File: src/rtl/sram_controller_if.sv
// MEM-stage side of the SRAM controller: LD/ST strobes, address, store data and stall handshake.
interface sram_controller_if;
  logic        MEM_R_En;
  logic        MEM_W_En;
  logic [31:0] Address;
  logic [31:0] ST_Value;
  logic [31:0] Read_Data;
  logic        Ready;

  modport master (output MEM_R_En, MEM_W_En, Address, ST_Value, input Read_Data, Ready);
  modport slave  (input MEM_R_En, MEM_W_En, Address, ST_Value, output Read_Data, Ready);
endinterface

File: src/rtl/sram_controller.sv
// Splits each 32-bit LD/ST into two 16-bit async-SRAM half-accesses (low, then high),
// holding the pipeline off through Ready until the word access is finished.
module sram_controller #(
  parameter int HALF_CYCLES = 2,
  parameter int SRAM_AW     = 18
) (
  input  logic               clk,
  input  logic               rst_n,
  sram_controller_if.slave   mem,
  output logic [SRAM_AW-1:0] SRAM_ADDR,
  output logic [15:0]        SRAM_DQ_OUT,
  output logic               SRAM_DQ_OE,
  input  logic [15:0]        SRAM_DQ_IN,
  output logic               SRAM_WE_N
);
  typedef enum logic [1:0] {IDLE, LOW, HIGH, DONE} state_t;

  localparam logic [3:0] CNT_LAST = 4'(HALF_CYCLES - 1);

  state_t            state, state_nxt;
  logic [3:0]        cnt, cnt_nxt;
  logic              is_wr;
  logic [31:0]       rd_data;
  logic              req, last;
  logic [SRAM_AW-2:0] word;
  logic              unused_addr;

  assign req  = mem.MEM_R_En | mem.MEM_W_En;
  assign last = (cnt == CNT_LAST);
  assign word = mem.Address[SRAM_AW:2];
  assign unused_addr = ^{mem.Address[31:SRAM_AW+1], mem.Address[1:0]};
  assign mem.Read_Data = rd_data;

  always_ff @(posedge clk or negedge rst_n) begin
    if (!rst_n) begin
      state <= IDLE;
      cnt   <= '0;
    end else begin
      state <= state_nxt;
      cnt   <= cnt_nxt;
    end
  end

  always_comb begin
    state_nxt  = state;
    cnt_nxt    = cnt;
    mem.Ready  = 1'b0;
    SRAM_WE_N  = 1'b1;
    SRAM_DQ_OE = 1'b0;
    case (state)
      IDLE: begin
        mem.Ready = ~req;
        if (req) begin
          state_nxt = LOW;
          cnt_nxt   = '0;
        end
      end
      LOW: begin
        SRAM_WE_N  = ~is_wr;
        SRAM_DQ_OE = is_wr;
        if (last) begin
          state_nxt = HIGH;
          cnt_nxt   = '0;
        end else begin
          cnt_nxt = cnt + 4'd1;
        end
      end
      HIGH: begin
        SRAM_WE_N  = ~is_wr;
        SRAM_DQ_OE = is_wr;
        if (last) begin
          state_nxt = DONE;
          cnt_nxt   = '0;
        end else begin
          cnt_nxt = cnt + 4'd1;
        end
      end
      DONE: begin
        mem.Ready = 1'b1;
        state_nxt = IDLE;
      end
      default: state_nxt = IDLE;
    endcase
  end

  // Strobes and address are captured once in IDLE; the high half reuses the latched word index.
  always_ff @(posedge clk or negedge rst_n) begin
    if (!rst_n) begin
      is_wr       <= 1'b0;
      SRAM_ADDR   <= '0;
      SRAM_DQ_OUT <= '0;
      rd_data     <= '0;
    end else begin
      if (state == IDLE && req) begin
        is_wr     <= mem.MEM_W_En;
        SRAM_ADDR <= {word, 1'b0};
        if (mem.MEM_W_En) SRAM_DQ_OUT <= mem.ST_Value[15:0];
      end
      if (state == LOW && last) begin
        SRAM_ADDR <= {SRAM_ADDR[SRAM_AW-1:1], 1'b1};
        if (is_wr) SRAM_DQ_OUT <= mem.ST_Value[31:16];
        else       rd_data[15:0] <= SRAM_DQ_IN;
      end
      if (state == HIGH && last && !is_wr) rd_data[31:16] <= SRAM_DQ_IN;
    end
  end
endmodule

File: src/flat_wrapper.sv
// flat-port wrapper written by rule: the top's interface ports become plain ports
module sram_controller_flat 
#(
  parameter int HALF_CYCLES = 2,
  parameter int SRAM_AW     = 18
)
  (clk, rst_n, SRAM_ADDR, SRAM_DQ_OUT, SRAM_DQ_OE, SRAM_DQ_IN, SRAM_WE_N, mem_MEM_R_En, mem_MEM_W_En, mem_Address, mem_ST_Value, mem_Read_Data, mem_Ready);
  sram_controller_if mem_i ();
  input  logic clk;
  input  logic rst_n;
  output logic [SRAM_AW-1:0] SRAM_ADDR;
  output logic [15:0] SRAM_DQ_OUT;
  output logic SRAM_DQ_OE;
  input  logic [15:0] SRAM_DQ_IN;
  output logic SRAM_WE_N;
  input wire logic [$bits(mem_i.MEM_R_En)-1:0] mem_MEM_R_En;
  input wire logic [$bits(mem_i.MEM_W_En)-1:0] mem_MEM_W_En;
  input wire logic [$bits(mem_i.Address)-1:0] mem_Address;
  input wire logic [$bits(mem_i.ST_Value)-1:0] mem_ST_Value;
  output wire logic [$bits(mem_i.Read_Data)-1:0] mem_Read_Data;
  output wire logic [$bits(mem_i.Ready)-1:0] mem_Ready;
  assign mem_i.MEM_R_En = mem_MEM_R_En;
  assign mem_i.MEM_W_En = mem_MEM_W_En;
  assign mem_i.Address = mem_Address;
  assign mem_i.ST_Value = mem_ST_Value;
  assign mem_Read_Data = mem_i.Read_Data;
  assign mem_Ready = mem_i.Ready;
  sram_controller #(.HALF_CYCLES(HALF_CYCLES), .SRAM_AW(SRAM_AW)) u_core (.clk(clk), .rst_n(rst_n), .mem(mem_i), .SRAM_ADDR(SRAM_ADDR), .SRAM_DQ_OUT(SRAM_DQ_OUT), .SRAM_DQ_OE(SRAM_DQ_OE), .SRAM_DQ_IN(SRAM_DQ_IN), .SRAM_WE_N(SRAM_WE_N));
endmodule
File: config.mk
export PLATFORM = sky130hd
export DESIGN_NAME = sram_controller_flat
export DESIGN_NICKNAME = d
export VERILOG_FILES = /design/src/rtl/sram_controller_if.sv /design/src/rtl/sram_controller.sv /design/src/flat_wrapper.sv
export SDC_FILE = /design/constraint.sdc
export NUM_CORES = 1
export LEC_CHECK = 0
export CELL_PAD_IN_SITES_DETAIL_PLACEMENT = 1
export CELL_PAD_IN_SITES_GLOBAL_PLACEMENT = 2
export CORE_MARGIN = 5
export CORE_UTILIZATION = 27
export DETAILED_ROUTE_END_ITERATION = 6
export PLACE_DENSITY_LB_ADDON = 0.1
export SKIP_CTS_REPAIR_TIMING = 1
export SYNTH_ARGS = -nofsm -noshare
export SYNTH_HDL_FRONTEND = slang
export SYNTH_SLANG_ARGS = --single-unit
File: constraint.sdc
create_clock -name clk -period 4.34 [get_ports clk]
set_clock_uncertainty 0.1 [all_clocks]
set_input_delay 0.434 -clock clk [delete_from_list [all_inputs] [get_ports clk]]
set_output_delay 0.434 -clock clk [all_outputs]
set_load 0.005 [all_outputs]
==> qor.txt, run 1 <==
outcome: complete, no violations
fill count: 1213
chip height: 118 µm
CTS Sinks: 73
Boundary Pins: 153
multi-input logic area: 1230 µm²
Via density: 4.57
CP Capture Type: register
drt drc: 0
Setup WS post-layout: 1.45 ns
Syn Inst Count: 227
gr ovfl total: 0
DR WL/cell: 17.7 µm
Crit Path Class: register to register
CP arrival: 3.00 ns
P_sw: 1.04 mW
final setup violation count: 0
leading area contributor after synthesis: dfrtp_1
clock share of power: 0.197
DRT Pass-1 Iters: 5
GPL Wtd Cong: 0.727
initial antenna violation count: 0
post-synth cell types: 32
core area: 11400 µm²
Syn Nets: 317
layout cells sized above 1: 0.184
Hold Crit Class: input port to asynchronous set/reset pin
mapped cell area: 3150 µm²
Tcrit/Tclk final: 0.666
Reg power frac: 0.355
fin nets: 454
clk_lat worst skew: 0.33 ns
Area Growth Syn to Fin: 55.3%
most frequent cell after synthesis: dfrtp_1
Final Max Slew Viols: 0
std cell rows: 39
Tot Pwr: 3.52 mW
drt initial violations: 64
clock root cell: clkbuf_16
Final ANT Viol Nets: 0
global-route wire length before repair: 14600 µm
Die Footprint: 13900 µm²
Worst VDD drop: 0.336 mV
Synth Register Bits: 73
sequential fraction of the synthesis area: 0.580
largest net degree at the start of global routing: 74
final hold vios: 0
Max FO, Critical Path: 20
Slew headroom: 0.329
Max-Cap Viols: 0
sequential cell area: 1830 µm²
fmax: 346 MHz
EDFF count, synth: 0
total wire length: 9060 µm
via count: 2342
Comb power frac: 0.449
Fin Setup TNS: 0 ns
Post-synth top cells: dfrtp_1 (73), mux2_2 (40), o21ai_0 (22), nand3_1 (18), mux2i_1 (16)
Worst Setup Start Kind: register
PD cells: 718 nW/µm²
CTS max path bufs: 2
ys async rst share: 1.00
share of the synthesized area in the top cell type: 0.580
RSZ-0062 raised after global routing: false
leading post-synthesis cells by cell area: dfrtp_1 (58%), mux2_2 (14%), mux2i_1 (5.1%)
CTS clk-pin slew, worst paths: 0.06 ns
H-Tree Depth: 3
sw frac: 0.295
worst slew pin tran: 1.00 ns
die span in x: 118 µm
Critical Path RT: 4.45 ns
Num CTS Buffers: 9
dpl ws: 1.39 ns
Avg Synthesized Cell Area: 13.9 µm²
Final Critical Period: 2.89 ns
Ant. Diodes: 0
leakage power: 2.08 nW
clock tree from TritonCTS: built
vias in the first global route: 2688
Top FF cell, synth: dfrtp_1
Internal: 2.48 mW
Initial Utilization: 0.276
Syn. warnings: 0
Detailed Place HPWL: 6390 µm
gr usage total: 0.135
I/O Buffers: 137
[cell families (layout without fill, tap and decap cells)]
logic type | count (synthesis) | in the layout | share of synthesized area
mux | 66 | 66 | 0.241
simple gates | 39 | 39 | 0.0742
flops | 73 | 73 | 0.580
fa+ha+maj | 6 | 6 | 0.0238
buf+inv | 15 | 157 | 0.0310
compound gates | 28 | 28 | 0.0500
[cell usage in the layout (no fill, tap or decap), types with 2 or more instances in the layout]
cell and count:
clkbuf_1 3, clkbuf_16 9, clkbuf_8 2, clkdlybuf4s50_1 136
dfrtp_1 73, ha_1 6, inv_1 4, mux2_2 40
mux2_4 10, mux2i_1 16, nand2_1 3, nand2b_1 2
nand3_1 18, nor2_1 4, nor3b_1 2, o21ai_0 22
or3b_2 2
[power groups by stage]
| stage | clock [mW] | sequential, mW | combinational, mW |
|---|---|---|---|
| 2_1_floorplan | 0 | 1.24 | 0.701 |
| 3_3_place_gp | 0 | 1.24 | 1.60 |
| 3_5_place_dp | 0 | 1.27 | 1.61 |
| 4_1_cts | 0.722 | 1.26 | 1.62 |
| 5_1_grt | 0.758 | 1.30 | 1.73 |
| 6_report | 0.692 | 1.25 | 1.58 |
[metrics by stage]
stage	hold WS, ns	std cells	area [µm²]	utilization
floorplan	0.0384	227	3150	-
global route	0.233	512	4890	0.429
finish	0.151	512	4890	0.429
global placement	0.361	496	4620	0.404
CTS	0.194	512	4890	0.429
detailed placement	0.382	496	4620	0.404
[per-layer routing]
| metal | vias to the layer above | share of wire | track usage | wire, µm |
|---|---|---|---|---|
| li1 | 1084 | - | - | - |
| met1 | 1157 | 0.42 | 0.155 | 3790 |
| met2 | 86 | 0.47 | 0.210 | 4260 |
| met3 | 15 | 0.091 | 0.0740 | 823 |
| met4 | 0 | 0.021 | 0.0530 | 186 |
| met5 | - | 0 | 0 | 0 |
[sequential cells by signal, summed over array words and instances, names as in the netlist]
name                  flops
u_core.SRAM_DQ_OUT       16
u_core.is_wr              1
u_core.SRAM_ADDR         18
u_core.mem.Read_Data     32
u_core.state              2
u_core.cnt                4
[critical path, cell delays in order, from the launching register on]
cell and delay [ns]:
dfrtp_1 0.41, inv_1 0.10, ha_1 0.20, and4bb_1 0.80, nor2b_4 0.74, mux2_2 0.41
[path summary, 6_finish.rpt]
| path | start | endpoint | slack, ns | depth (start not counted) |
|---|---|---|---|---|
| worst max-delay path | u_core.state[1]$_DFFE_PN0P_ | u_core.mem.Read_Data[3]$_DFFE_PN0P_ | 1.45 | 5 |
| worst min-delay path | rst_n | u_core.SRAM_DQ_OUT[15]$_DFF_PN0_ | 0.15 | 1 |
| worst max register to register | u_core.state[1]$_DFFE_PN0P_ | u_core.mem.Read_Data[3]$_DFFE_PN0P_ | 1.45 | 5 |
| worst min register to register | u_core.SRAM_ADDR[0]$_DFFE_PN0P_ | u_core.SRAM_ADDR[0]$_DFFE_PN0P_ | 0.39 | 1 |
| max in group asynchronous | rst_n | u_core.SRAM_ADDR[2]$_DFFE_PN0P_ | 3.38 | 1 |
| min in group clk | u_core.SRAM_ADDR[0]$_DFFE_PN0P_ | u_core.SRAM_ADDR[0]$_DFFE_PN0P_ | 0.39 | 1 |
[final cells by class]
cell class                 count  area share
clock inverter                 2     0.00256
multi-input combinational    139       0.251
inverter                       4     0.00307
timing repair buffer         137       0.280
sequential                    73       0.373
clock buffer                  14      0.0540
tap                          143      0.0366
Note: power is estimated with default switching activity, not from simulation.
==> run 2, diff against run 1 <==
- CORE_UTILIZATION: 27 -> 23
- clock period: 4.34 -> 2.6 ns (I/O delays scaled with it)
==> run 2 against run 1 <==
Effect of this change:
- via count up 1.1%
- critical endpoint is now mem_Ready
- critical path type is now register to output port
- cell count rose by 8.6%
- die area grew 16%
- worst setup slack worse by 1.2 ns
- critical path depth increased by 1
- highest routed layer unchanged
==> qor.txt, run 2 (synthesis results as in run 1) <==
core area: 13300 µm²
Critical Path RT: 2.24 ns
Boundary Pins: 153
Worst Setup Start Kind: register
CP max stage cell: clkdlybuf4s50_1
Ant. Diodes: 0
vias in the first global route: 2668
DRT Pass-1 Iters: 4
drt initial violations: 85
Crit Path Class: register to output port
CP arrival: 2.03 ns
multi-input logic area: 1230 µm²
r2r setup slk: 0.43 ns
gr ovfl total: 0
clk_lat worst skew: 0.33 ns
Initial Utilization: 0.236
Final Critical Period: 2.39 ns
Tot Pwr: 6.16 mW
Final Max Slew Viols: 0
clock tree from TritonCTS: built
outcome: complete, no violations
gr usage total: 0.119
via count: 2367
global-route wire length before repair: 15000 µm
layout cells sized above 1: 0.216
CP Capture Type: output port
Final ANT Viol Nets: 0
Worst VDD drop: 0.530 mV
FF-to-FF path depth: 6
final hold vios: 0
Die Footprint: 16100 µm²
leakage power: 2.18 nW
fmax: 418 MHz
Tcrit/Tclk final: 0.919
Num CTS Buffers: 9
initial antenna violation count: 0
Slew headroom: 0.613
Fin Setup TNS: 0 ns
drt drc: 0
clock root cell: clkbuf_16
total wire length: 9260 µm
placed inst area: 4750 µm²
Internal: 4.40 mW
CTS max path bufs: 2
Detailed Place HPWL: 6830 µm
Comb power frac: 0.442
H-Tree Depth: 3
commonest non-fill, non-tap cell in the layout: clkdlybuf4s50_1
worst slew pin tran: 0.574 ns
clock share of power: 0.226
Via density: 4.26
largest net degree at the start of global routing: 43
sw frac: 0.285
die span in x: 127 µm
I/O Buffers: 137
most frequent cells in the layout: clkdlybuf4s50_1 (136), dfrtp_1 (73), mux2_2 (40)
fin nets: 465
cell area after layout: 5100 µm²
Reg power frac: 0.332
cell chain of the critical path: inv_1 -> ha_1 -> nor3b_2 -> nor2_1 -> nor2_1 -> clkdlybuf4s50_1
DR WL/cell: 16.7 µm
CTS clk-pin slew, worst paths: 0.06 ns
fill count: 1444
std cell rows: 42
PD cells: 1210 nW/µm²
Max-Cap Viols: 0
Max FO, Critical Path: 7
max reg flops: 32
chip height: 127 µm
sequential cell area: 1830 µm²
GPL Wtd Cong: 0.747
slowest stage delay, CP: 0.52 ns
Hold Slack: 0.311 ns
CP most frequent cell: nor2_1
final setup violation count: 0
CTS Sinks: 73
RSZ-0062 raised after global routing: false
Area Growth Syn to Fin: 61.8%
P_sw: 1.76 mW
Hold Crit Class: input port to asynchronous set/reset pin
[run 2: layout make-up]
| type | instances | share of cell area |
|---|---|---|
| Timing Repair Buffer | 148 | 0.287 |
| Clock buffer | 12 | 0.0522 |
| Tap cell | 176 | 0.0432 |
| Clock inverter | 4 | 0.0145 |
| Multi-Input combinational cell | 139 | 0.242 |
| Inverter | 4 | 0.00294 |
| Sequential cell | 73 | 0.358 |
[run 2: worst paths after layout]
| kind | startpoint | to |
|---|---|---|
| worst max-delay path | u_core.state[0]$_DFFE_PN0P_ | mem_Ready |
| worst min-delay path | rst_n | u_core.SRAM_DQ_OUT[0]$_DFF_PN0_ |
| worst max register to register | u_core.state[1]$_DFFE_PN0P_ | u_core.mem.Read_Data[5]$_DFFE_PN0P_ |
| worst min register to register | u_core.SRAM_ADDR[0]$_DFFE_PN0P_ | u_core.SRAM_ADDR[0]$_DFFE_PN0P_ |
| max in group asynchronous | rst_n | u_core.SRAM_DQ_OUT[9]$_DFF_PN0_ |
| min in group clk | u_core.SRAM_ADDR[0]$_DFFE_PN0P_ | u_core.SRAM_ADDR[0]$_DFFE_PN0P_ |
[run 2: power groups by stage]
stage,Sequential [mW],Combinational [mW],Clock [mW]
finish,2.05,2.73,1.39
global placement,2.04,2.78,0
detailed placement,2.07,2.80,0
CTS,2.06,2.81,1.45
floorplan,2.08,1.17,0
global route,2.13,2.98,1.50
[run 2: through the flow]
stage               worst slack, ns   util  cells
floorplan                     0.651      -    227
global placement              0.394  0.356    539
detailed placement            0.407  0.356    539
CTS                          0.0427  0.381    555
global route                 0.0135  0.382    556
finish                        0.210  0.382    556
[run 2: layer usage]
| metal | wire length (µm) | up-vias | GRT usage |
|---|---|---|---|
| li1 | - | 1107 | - |
| met1 | 3890 | 1170 | 0.148 |
| met2 | 4450 | 80 | 0.186 |
| met3 | 789 | 10 | 0.0538 |
| met4 | 126 | 0 | 0.0379 |
| met5 | 0 | - | 0 |
[run 2: critical path: cells and delay by family (launching register included)]
| kind | cells | cell delay [ns] |
|---|---|---|
| DFF | 1 | 0.40 |
| adders and majority gates | 1 | 0.28 |
| and+or+nand+nor | 3 | 0.40 |
| buffers and inverters | 2 | 0.62 |
